**src/rtl/burst_ram_master_if.sv**
```systemverilog
// burst_ram_master_if
//   Groups the command, write-data, read-data and RAM-port signals of
//   burst_ram_master into one bundle.
//
//   Handshake rule for every valid/ready pair (cmd, wr, rd): a transfer
//   happens on a rising clk edge where valid and ready are both high. Once
//   valid is raised, the source holds it and its payload stable until that
//   edge. ready may change in any cycle and may depend on valid.
//
//   Signals:
//     cmd_valid/cmd_ready/cmd_write/cmd_addr/cmd_len : burst command
//     wr_valid/wr_ready/wr_data                      : write beats in
//     rd_valid/rd_ready/rd_data                      : read beats out
//     ram_addr/ram_wdata/ram_we/ram_q                : one synchronous RAM port
//     busy                                           : master not idle
//     cmd_err  (BRM_WRAP_CHK_EN only)                : rejected-command pulse
//   Modports: master (burst_ram_master), slave (environment side).
interface burst_ram_master_if #(
    parameter int ADDR_W = 9,
    parameter int DATA_W = 8
) ();
    logic              cmd_valid;
    logic              cmd_ready;
    logic              cmd_write;
    logic [ADDR_W-1:0] cmd_addr;
    logic [3:0]        cmd_len;
    logic              wr_valid;
    logic              wr_ready;
    logic [DATA_W-1:0] wr_data;
    logic              rd_valid;
    logic              rd_ready;
    logic [DATA_W-1:0] rd_data;
    logic [ADDR_W-1:0] ram_addr;
    logic [DATA_W-1:0] ram_wdata;
    logic              ram_we;
    logic [DATA_W-1:0] ram_q;
    logic              busy;
`ifdef BRM_WRAP_CHK_EN
    logic              cmd_err;
`endif

    modport master (
        input  cmd_valid, cmd_write, cmd_addr, cmd_len,
        input  wr_valid, wr_data, rd_ready, ram_q,
        output cmd_ready, wr_ready, rd_valid, rd_data,
        output ram_addr, ram_wdata, ram_we, busy
`ifdef BRM_WRAP_CHK_EN
        , output cmd_err
`endif
    );

    modport slave (
        output cmd_valid, cmd_write, cmd_addr, cmd_len,
        output wr_valid, wr_data, rd_ready, ram_q,
        input  cmd_ready, wr_ready, rd_valid, rd_data,
        input  ram_addr, ram_wdata, ram_we, busy
`ifdef BRM_WRAP_CHK_EN
        , input cmd_err
`endif
    );
endinterface

```
**src/rtl/burst_ram_master.sv**
```systemverilog
// burst_ram_master
//   Executes 1..16 beat write or read bursts against one synchronous RAM
//   port (read data appears one clk after the address). Read beats go
//   through a 2-entry FIFO guarded by a credit counter so that no beat is
//   ever dropped or duplicated, whatever the rd_ready pattern, while still
//   sustaining one beat per cycle when rd_ready stays high.
//
//   Ports:
//     clk      : single clock, rising edge
//     rst      : synchronous, active-high reset
//     bus      : burst_ram_master_if.master (command, write, read, RAM port)
//     state_o  : current FSM state (0 IDLE, 1 WRITE, 2 READ, 3 DRAIN)
//
//   Build option: define BRM_WRAP_CHK_EN to reject commands whose burst
//   would run past the top address; such a command is accepted, not
//   executed, and answered by a one-cycle cmd_err pulse. Without the macro
//   bursts simply wrap modulo 2^ADDR_W.
module burst_ram_master #(
    parameter int ADDR_W = 9,
    parameter int DATA_W = 8
) (
    input  logic               clk,
    input  logic               rst,
    burst_ram_master_if.master bus,
    output logic [1:0]         state_o
);
    typedef enum logic [1:0] {
        IDLE  = 2'd0,
        WRITE = 2'd1,
        READ  = 2'd2,
        DRAIN = 2'd3
    } state_e;

    state_e            state_q, state_d;
    logic [ADDR_W-1:0] addr_q, addr_d;
    logic [3:0]        len_q, len_d;
    logic [3:0]        cnt_q, cnt_d;
    logic              inflight_q, inflight_d;
    logic [DATA_W-1:0] fifo_q [2];
    logic              wptr_q, wptr_d;
    logic              rptr_q, rptr_d;
    logic [1:0]        count_q, count_d;
    logic              push, pop, credit_ok;
`ifdef BRM_WRAP_CHK_EN
    logic              cmd_err_q, cmd_err_d;
    logic [ADDR_W:0]   end_addr;
    logic              crossing;
`endif

    // A read issued last cycle returns on ram_q now and is always pushed.
    assign push = inflight_q;
    assign pop  = (count_q != 2'd0) && bus.rd_ready;

    // Slots already owned (stored + returning) minus the slot freed by this
    // cycle's pop must leave room for one more read.
    assign credit_ok = ({1'b0, count_q} + {2'b00, inflight_q}) < (3'd2 + {2'b00, pop});

    assign count_d = count_q + {1'b0, push} - {1'b0, pop};
    assign wptr_d  = wptr_q ^ push;
    assign rptr_d  = rptr_q ^ pop;

`ifdef BRM_WRAP_CHK_EN
    // Carry out of the last-beat address means the burst passes the top.
    assign end_addr = {1'b0, bus.cmd_addr} + {{(ADDR_W-3){1'b0}}, bus.cmd_len};
    assign crossing = end_addr[ADDR_W];
    assign bus.cmd_err = cmd_err_q;
`endif

    assign bus.rd_valid = (count_q != 2'd0);
    assign bus.rd_data  = fifo_q[rptr_q];
    assign bus.busy     = (state_q != IDLE);
    assign state_o      = state_q;

    always_comb begin
        state_d       = state_q;
        addr_d        = addr_q;
        len_d         = len_q;
        cnt_d         = cnt_q;
        inflight_d    = 1'b0;
        bus.cmd_ready = 1'b0;
        bus.wr_ready  = 1'b0;
        bus.ram_we    = 1'b0;
        bus.ram_wdata = '0;
        bus.ram_addr  = addr_q;
`ifdef BRM_WRAP_CHK_EN
        cmd_err_d     = 1'b0;
`endif
        case (state_q)
            IDLE: begin
                bus.cmd_ready = 1'b1;
                if (bus.cmd_valid) begin
`ifdef BRM_WRAP_CHK_EN
                    if (crossing) begin
                        cmd_err_d = 1'b1;
                    end else begin
                        addr_d  = bus.cmd_addr;
                        len_d   = bus.cmd_len;
                        cnt_d   = 4'd0;
                        state_d = bus.cmd_write ? WRITE : READ;
                    end
`else
                    addr_d  = bus.cmd_addr;
                    len_d   = bus.cmd_len;
                    cnt_d   = 4'd0;
                    state_d = bus.cmd_write ? WRITE : READ;
`endif
                end
            end
            WRITE: begin
                bus.wr_ready = 1'b1;
                if (bus.wr_valid) begin
                    bus.ram_we    = 1'b1;
                    bus.ram_wdata = bus.wr_data;
                    addr_d        = addr_q + 1'b1;
                    cnt_d         = cnt_q + 4'd1;
                    if (cnt_q == len_q) begin
                        state_d = IDLE;
                    end
                end
            end
            READ: begin
                if (credit_ok) begin
                    inflight_d = 1'b1;
                    addr_d     = addr_q + 1'b1;
                    cnt_d      = cnt_q + 4'd1;
                    if (cnt_q == len_q) begin
                        state_d = DRAIN;
                    end
                end
            end
            DRAIN: begin
                // The final read lands in the FIFO at the end of this cycle.
                state_d = IDLE;
            end
            default: state_d = IDLE;
        endcase
    end

    always_ff @(posedge clk) begin
        if (rst) begin
            state_q    <= IDLE;
            addr_q     <= '0;
            len_q      <= '0;
            cnt_q      <= '0;
            inflight_q <= 1'b0;
            wptr_q     <= 1'b0;
            rptr_q     <= 1'b0;
            count_q    <= '0;
            fifo_q[0]  <= '0;
            fifo_q[1]  <= '0;
`ifdef BRM_WRAP_CHK_EN
            cmd_err_q  <= 1'b0;
`endif
        end else begin
            state_q    <= state_d;
            addr_q     <= addr_d;
            len_q      <= len_d;
            cnt_q      <= cnt_d;
            inflight_q <= inflight_d;
            wptr_q     <= wptr_d;
            rptr_q     <= rptr_d;
            count_q    <= count_d;
            if (push) begin
                fifo_q[wptr_q] <= bus.ram_q;
            end
`ifdef BRM_WRAP_CHK_EN
            cmd_err_q  <= cmd_err_d;
`endif
        end
    end
endmodule
```
**src/flat_wrapper.sv**
```systemverilog
// flat-port wrapper written by rule: the top's interface ports become plain ports
module burst_ram_master_flat 
#(
    parameter int ADDR_W = 9,
    parameter int DATA_W = 8
)
  (clk, rst, state_o, bus_cmd_valid, bus_cmd_write, bus_cmd_addr, bus_cmd_len, bus_wr_valid, bus_wr_data, bus_rd_ready, bus_ram_q, bus_cmd_ready, bus_wr_ready, bus_rd_valid, bus_rd_data, bus_ram_addr, bus_ram_wdata, bus_ram_we, bus_busy);
  burst_ram_master_if #(.ADDR_W(ADDR_W), .DATA_W(DATA_W)) bus_i ();
  input  logic clk;
  input  logic rst;
  output logic [1:0] state_o;
  input wire logic [$bits(bus_i.cmd_valid)-1:0] bus_cmd_valid;
  input wire logic [$bits(bus_i.cmd_write)-1:0] bus_cmd_write;
  input wire logic [$bits(bus_i.cmd_addr)-1:0] bus_cmd_addr;
  input wire logic [$bits(bus_i.cmd_len)-1:0] bus_cmd_len;
  input wire logic [$bits(bus_i.wr_valid)-1:0] bus_wr_valid;
  input wire logic [$bits(bus_i.wr_data)-1:0] bus_wr_data;
  input wire logic [$bits(bus_i.rd_ready)-1:0] bus_rd_ready;
  input wire logic [$bits(bus_i.ram_q)-1:0] bus_ram_q;
  output wire logic [$bits(bus_i.cmd_ready)-1:0] bus_cmd_ready;
  output wire logic [$bits(bus_i.wr_ready)-1:0] bus_wr_ready;
  output wire logic [$bits(bus_i.rd_valid)-1:0] bus_rd_valid;
  output wire logic [$bits(bus_i.rd_data)-1:0] bus_rd_data;
  output wire logic [$bits(bus_i.ram_addr)-1:0] bus_ram_addr;
  output wire logic [$bits(bus_i.ram_wdata)-1:0] bus_ram_wdata;
  output wire logic [$bits(bus_i.ram_we)-1:0] bus_ram_we;
  output wire logic [$bits(bus_i.busy)-1:0] bus_busy;
  assign bus_i.cmd_valid = bus_cmd_valid;
  assign bus_i.cmd_write = bus_cmd_write;
  assign bus_i.cmd_addr = bus_cmd_addr;
  assign bus_i.cmd_len = bus_cmd_len;
  assign bus_i.wr_valid = bus_wr_valid;
  assign bus_i.wr_data = bus_wr_data;
  assign bus_i.rd_ready = bus_rd_ready;
  assign bus_i.ram_q = bus_ram_q;
  assign bus_cmd_ready = bus_i.cmd_ready;
  assign bus_wr_ready = bus_i.wr_ready;
  assign bus_rd_valid = bus_i.rd_valid;
  assign bus_rd_data = bus_i.rd_data;
  assign bus_ram_addr = bus_i.ram_addr;
  assign bus_ram_wdata = bus_i.ram_wdata;
  assign bus_ram_we = bus_i.ram_we;
  assign bus_busy = bus_i.busy;
  burst_ram_master #(.ADDR_W(ADDR_W), .DATA_W(DATA_W)) u_core (.clk(clk), .rst(rst), .bus(bus_i), .state_o(state_o));
endmodule
```
**config.mk**
```make
export PLATFORM = sky130hd
export DESIGN_NAME = burst_ram_master_flat
export DESIGN_NICKNAME = d
export VERILOG_FILES = /design/src/rtl/burst_ram_master_if.sv /design/src/rtl/burst_ram_master.sv /design/src/flat_wrapper.sv
export SDC_FILE = /design/constraint.sdc
export NUM_CORES = 1
export LEC_CHECK = 0
export ABC_AREA = 1
export CORE_MARGIN = 5
export CORE_UTILIZATION = 43
export CTS_CLUSTER_SIZE = 25
export DETAILED_ROUTE_END_ITERATION = 16
export PLACE_DENSITY = 0.72
export SKIP_LAST_GASP = 1
export SLEW_MARGIN = 20
export SYNTH_ARGS = -nofsm -noshare
export SYNTH_HDL_FRONTEND = slang
export SYNTH_SLANG_ARGS = --single-unit
```
**constraint.sdc**
```tcl
create_clock -name clk -period 1.36 [get_ports clk]
set_input_delay 0.136 -clock clk [delete_from_list [all_inputs] [get_ports clk]]
set_output_delay 0.136 -clock clk [all_outputs]
set_load 0.02 [all_outputs]
```
==> results.toml <==
[status]
outcome = "finished with violations"
failing_checks = "setup timing"

[sta]
setup-violations-final = 18
final-hold-violation-count = 0
maxSlewViolCount = 0
timing.hold.ws_ns = 0.4824
worst-slew-pin-transition_ns = 0.3114
setup_tns_ns = -1.756
worst_setup_skew_after_layout_ns = 0.004587
setup_slack_ns = -0.1619
final_min_period_over_clock_period_pct = 111.9
rsz0062_at_grt = "yes"
fin_crit_ns = 1.522
timing.slew.headroom_pct = 79.24
achievable-frequency_mhz = 657.1

[die]
floorplan.initialDensity_pct = 43.43
design.core.area_um2 = 5439
die_x_um = 84.12
die_h_um = 84.12
die_area_um2 = 7076
fp-row-count = 27
ioPinCount = 67

[critical_path]
critical_path.max_stage_delay_ns = 0.37
critical_path.max_fanout = 3
cp_slowest_cell = "sky130_fd_sc_hd__dfxtp_4"
crit_chain = "inv_2 > nand2_4 > nand2_4 > inv_2 > ha_4 > inv_2 > ha_4 > xor2_2 > o21ai_1 > a21oi_1"
setup.worst_path.end_class = "register"
arrival_ns = 1.70
worst-endpoint-required_ns = 1.54
startpoint_kind_of_the_worst_setup_timing_path = "register"
critical_path_start_end_classification = "register to register"
crit_top_cell = "sky130_fd_sc_hd__inv_2"

[clock_tree]
root_buffer = "sky130_fd_sc_hd__clkbuf_8"
tritoncts_clock_tree = "built"
buffers_from_clock_root_to_sink_at_most = 2
cts-buffers-inserted = 5
clkTransAtPathRegs_ns = 0.08
clock_sink_count = 40
clk_lat_worst_skew_ns = 0.29
htree_levels = 2

[routing]
antenna_violating_nets_post_route = 0
drt-total-wl_um = 6343
drc = 0
detail_route.first_pass.iterations = 4
avgRoutedWirePerCell_um = 12.49
detail_route.iter0.violations = 72
dr_total_vias = 2395
via_per_inst = 4.715

[cells_and_area]
insertedDiodeCount = 0
area_grow_syn2layout_pct = 59.80
layout_filler_cell_count = 419
finish.utilization_pct = 69.40
finalNetCount = 481
stdcell_count = 508
final_layout_size_suffix_gt1_share_pct = 31.19

[synthesis]
synth-adder-area-share_pct = 5.826
synth_area_per_cell_um2 = 7.180
largest_cells_by_area_after_synthesis = "sky130_fd_sc_hd__dfxtp_1 20%, sky130_fd_sc_hd__edfxtp_1 20%, sky130_fd_sc_hd__nand2_1 15%, sky130_fd_sc_hd__nor2_1 8.6%, sky130_fd_sc_hd__inv_1 7.8%"
synth_top_family_by_area = "simple AND/OR/NAND/NOR gates"
synth_top_cell_by_area = "sky130_fd_sc_hd__dfxtp_1"
yosys.area_share.simple_pct = 34.59
seq_area_frac_synth_pct = 40.68
syn-num-nets = 375
synth.top_cell.area_share_pct = 20.34
mappedNetlistArea_um2 = 2362
synth_warnings = 0
synth-compound-area-share_pct = 6.038
synth-seq-cells = 40
post_synth_mux_area_share_pct = 0
synth_xor_xnor_area_share_pct = 1.483
synthCells = 329
synth.lib_cells_used.distinct = 27

[placement]
place.detailed.hpwl_um = 4272
placed_cells_incl_taps = 490
place_congestion = 0.7783
numPortBuffers = 66

[grt]
vias_in_the_first_global_route = 2315
global_route.overflow_total = 0
grt_pass1_wl_um = 10180
antenna_found_initial = 0
largest_net_degree_at_the_start_of_global_routing = 15
gr-usage-all-layers_pct = 17.34

[run]
max_cap_violations = 0

[power_and_ir_drop]
peakVddDrop_mv = 1.149
powerDensity_nw_per_um2 = 1846
leakage_nw = 1.804

[min_path]
min_path_type = "input pin to register"
path summary, 6_finish.rpt:
kind                                start                      endpoint  slack [ns]  depth (start not counted)
max reg2reg  u_core.count_q[0]$_SDFF_PP0_  u_core.count_q[1]$_SDFF_PP0_       -0.16                         10
min                        bus_cmd_len[0]  u_core.len_q[0]$_SDFFE_PP0P_        0.48                          3
min reg2reg  u_core.len_q[1]$_SDFFE_PP0P_  u_core.len_q[1]$_SDFFE_PP0P_        0.49                          2
max          u_core.count_q[0]$_SDFF_PP0_  u_core.count_q[1]$_SDFF_PP0_       -0.16                         10
critical path: cells and delay by family (launching register included):
kind,cells,cell delay (ns)
adder cells (fa/ha/maj),2,0.40
XOR/XNOR,1,0.18
AND/OR/NAND/NOR,2,0.12
flip-flops,1,0.37
buffers and inverters,3,0.14
AO/OA/AOI/OAI,2,0.20
flip-flops by register name, indices dropped and copies added, names as in the netlist:
register             flops
u_core.state_o           2
u_core.fifo_q           16
u_core.bus.ram_addr      9
u_core.cnt_q             4
u_core.rptr_q            1
u_core.wptr_q            1
u_core.count_q           2
u_core.len_q             4
u_core.inflight_q        1
metal layers:
metal / routed length, um / up-vias / global-route usage [%]
li1: - / 1234 / -
met1: 2591 / 1104 / 19.95
met2: 3464 / 52 / 32.50
met3: 243 / 5 / 3.653
met4: 44 / 0 / 4.094
met5: 0 / - / 0
metrics by stage:
| stage | cell area (um2) | worst slack, ns | power [mW] |
|---|---|---|---|
| 3_5_place_dp | 3348 | -0.3270 | 5.243 |
| 2_1_floorplan | 2416 | -0.1160 | 3.980 |
| 5_1_grt | 3775 | -0.2717 | 7.503 |
| 6_report | 3775 | -0.1619 | 6.968 |
| 3_3_place_gp | 3348 | -0.2776 | 5.174 |
| 4_1_cts | 3573 | -0.1421 | 6.412 |
cells in the mapped netlist:
cell,n
sky130_fd_sc_hd__nand3_4,1
sky130_fd_sc_hd__nor2_1,54
sky130_fd_sc_hd__xor2_1,3
sky130_fd_sc_hd__nand2_2,6
sky130_fd_sc_hd__nand2_1,93
sky130_fd_sc_hd__dfxtp_1,24
sky130_fd_sc_hd__buf_8,1
sky130_fd_sc_hd__buf_6,2
sky130_fd_sc_hd__or2_0,1
sky130_fd_sc_hd__xnor2_1,1
sky130_fd_sc_hd__buf_2,3
sky130_fd_sc_hd__inv_1,49
sky130_fd_sc_hd__inv_2,4
sky130_fd_sc_hd__nand3_2,1
sky130_fd_sc_hd__a21boi_0,1
sky130_fd_sc_hd__edfxtp_1,16
sky130_fd_sc_hd__ha_1,11
sky130_fd_sc_hd__nand2_4,3
sky130_fd_sc_hd__clkinv_1,1
sky130_fd_sc_hd__nand4_1,9
sky130_fd_sc_hd__o21ai_1,2
sky130_fd_sc_hd__or2_4,1
sky130_fd_sc_hd__nand2_8,1
sky130_fd_sc_hd__o21ai_0,10
sky130_fd_sc_hd__nand3_1,15
sky130_fd_sc_hd__a21oi_1,15
sky130_fd_sc_hd__clkbuf_8,1
report_power, final:
| group | internal [mW] | total (mW) | switching [mW] | leakage [nW] |
|---|---|---|---|---|
| clock | 0.553 | 0.997 | 0.445 | 0.0548 |
| sequential | 1.56 | 1.83 | 0.271 | 0.367 |
| combinational | 1.83 | 4.14 | 2.30 | 1.38 |
| total | 3.95 | 6.97 | 3.02 | 1.80 |
timing repair:
item,in CTS,in global routing
gates cloned,3,0
endpoints found under the setup margin,48,38
gates resized for setup,112,60
hold buffers,0,0
buffers inserted,4,3
pin swaps,10,21
cell usage in the layout (no fill, tap or decap), types with 2 or more instances in the layout:
cell,instances
sky130_fd_sc_hd__nor2_4,5
sky130_fd_sc_hd__buf_2,3
sky130_fd_sc_hd__inv_2,6
sky130_fd_sc_hd__nand3_1,15
sky130_fd_sc_hd__inv_1,41
sky130_fd_sc_hd__nor2_2,9
sky130_fd_sc_hd__clkdlybuf4s15_2,6
sky130_fd_sc_hd__edfxtp_1,16
sky130_fd_sc_hd__nand4_1,9
sky130_fd_sc_hd__buf_6,10
sky130_fd_sc_hd__buf_4,35
sky130_fd_sc_hd__clkdlybuf4s50_1,34
sky130_fd_sc_hd__nand2_2,10
sky130_fd_sc_hd__xor2_1,2
sky130_fd_sc_hd__nand3_4,4
sky130_fd_sc_hd__clkbuf_8,5
sky130_fd_sc_hd__dlygate4sd2_1,11
sky130_fd_sc_hd__ha_1,5
sky130_fd_sc_hd__o21ai_0,9
sky130_fd_sc_hd__dfxtp_4,4
sky130_fd_sc_hd__nand2_1,83
sky130_fd_sc_hd__nand2_4,8
sky130_fd_sc_hd__o21ai_1,3
sky130_fd_sc_hd__buf_12,3
sky130_fd_sc_hd__dfxtp_1,18
sky130_fd_sc_hd__nand2_8,2
sky130_fd_sc_hd__dfxtp_2,2
sky130_fd_sc_hd__inv_4,6
sky130_fd_sc_hd__a21oi_2,4
sky130_fd_sc_hd__ha_4,6
sky130_fd_sc_hd__a21oi_1,11
sky130_fd_sc_hd__nor2_1,40
cell type report:
| type | instances | area [um2] | share of cell area [%] |
|---|---|---|---|
| repair buffers | 103 | 959.7 | 25.42 |
| multi-input cells | 231 | 1406 | 37.26 |
| flip-flops and latches | 40 | 978.4 | 25.92 |
| inverters | 54 | 225.2 | 5.966 |
| well taps | 72 | 90.09 | 2.386 |
| clock buffers | 5 | 68.82 | 1.823 |
| clock inverters | 3 | 46.29 | 1.226 |
kinds of logic (layout without fill, tap and decap cells):
kind of cell | after synthesis | after routing
XOR/XNOR | 4 | 4
adder cells (fa/ha/maj) | 11 | 11
AO/OA/AOI/OAI | 28 | 28
buffers and inverters | 61 | 165
AND/OR/NAND/NOR | 185 | 188
flip-flops | 40 | 40
No activity file was read; power rests on OpenSTA's default activity.
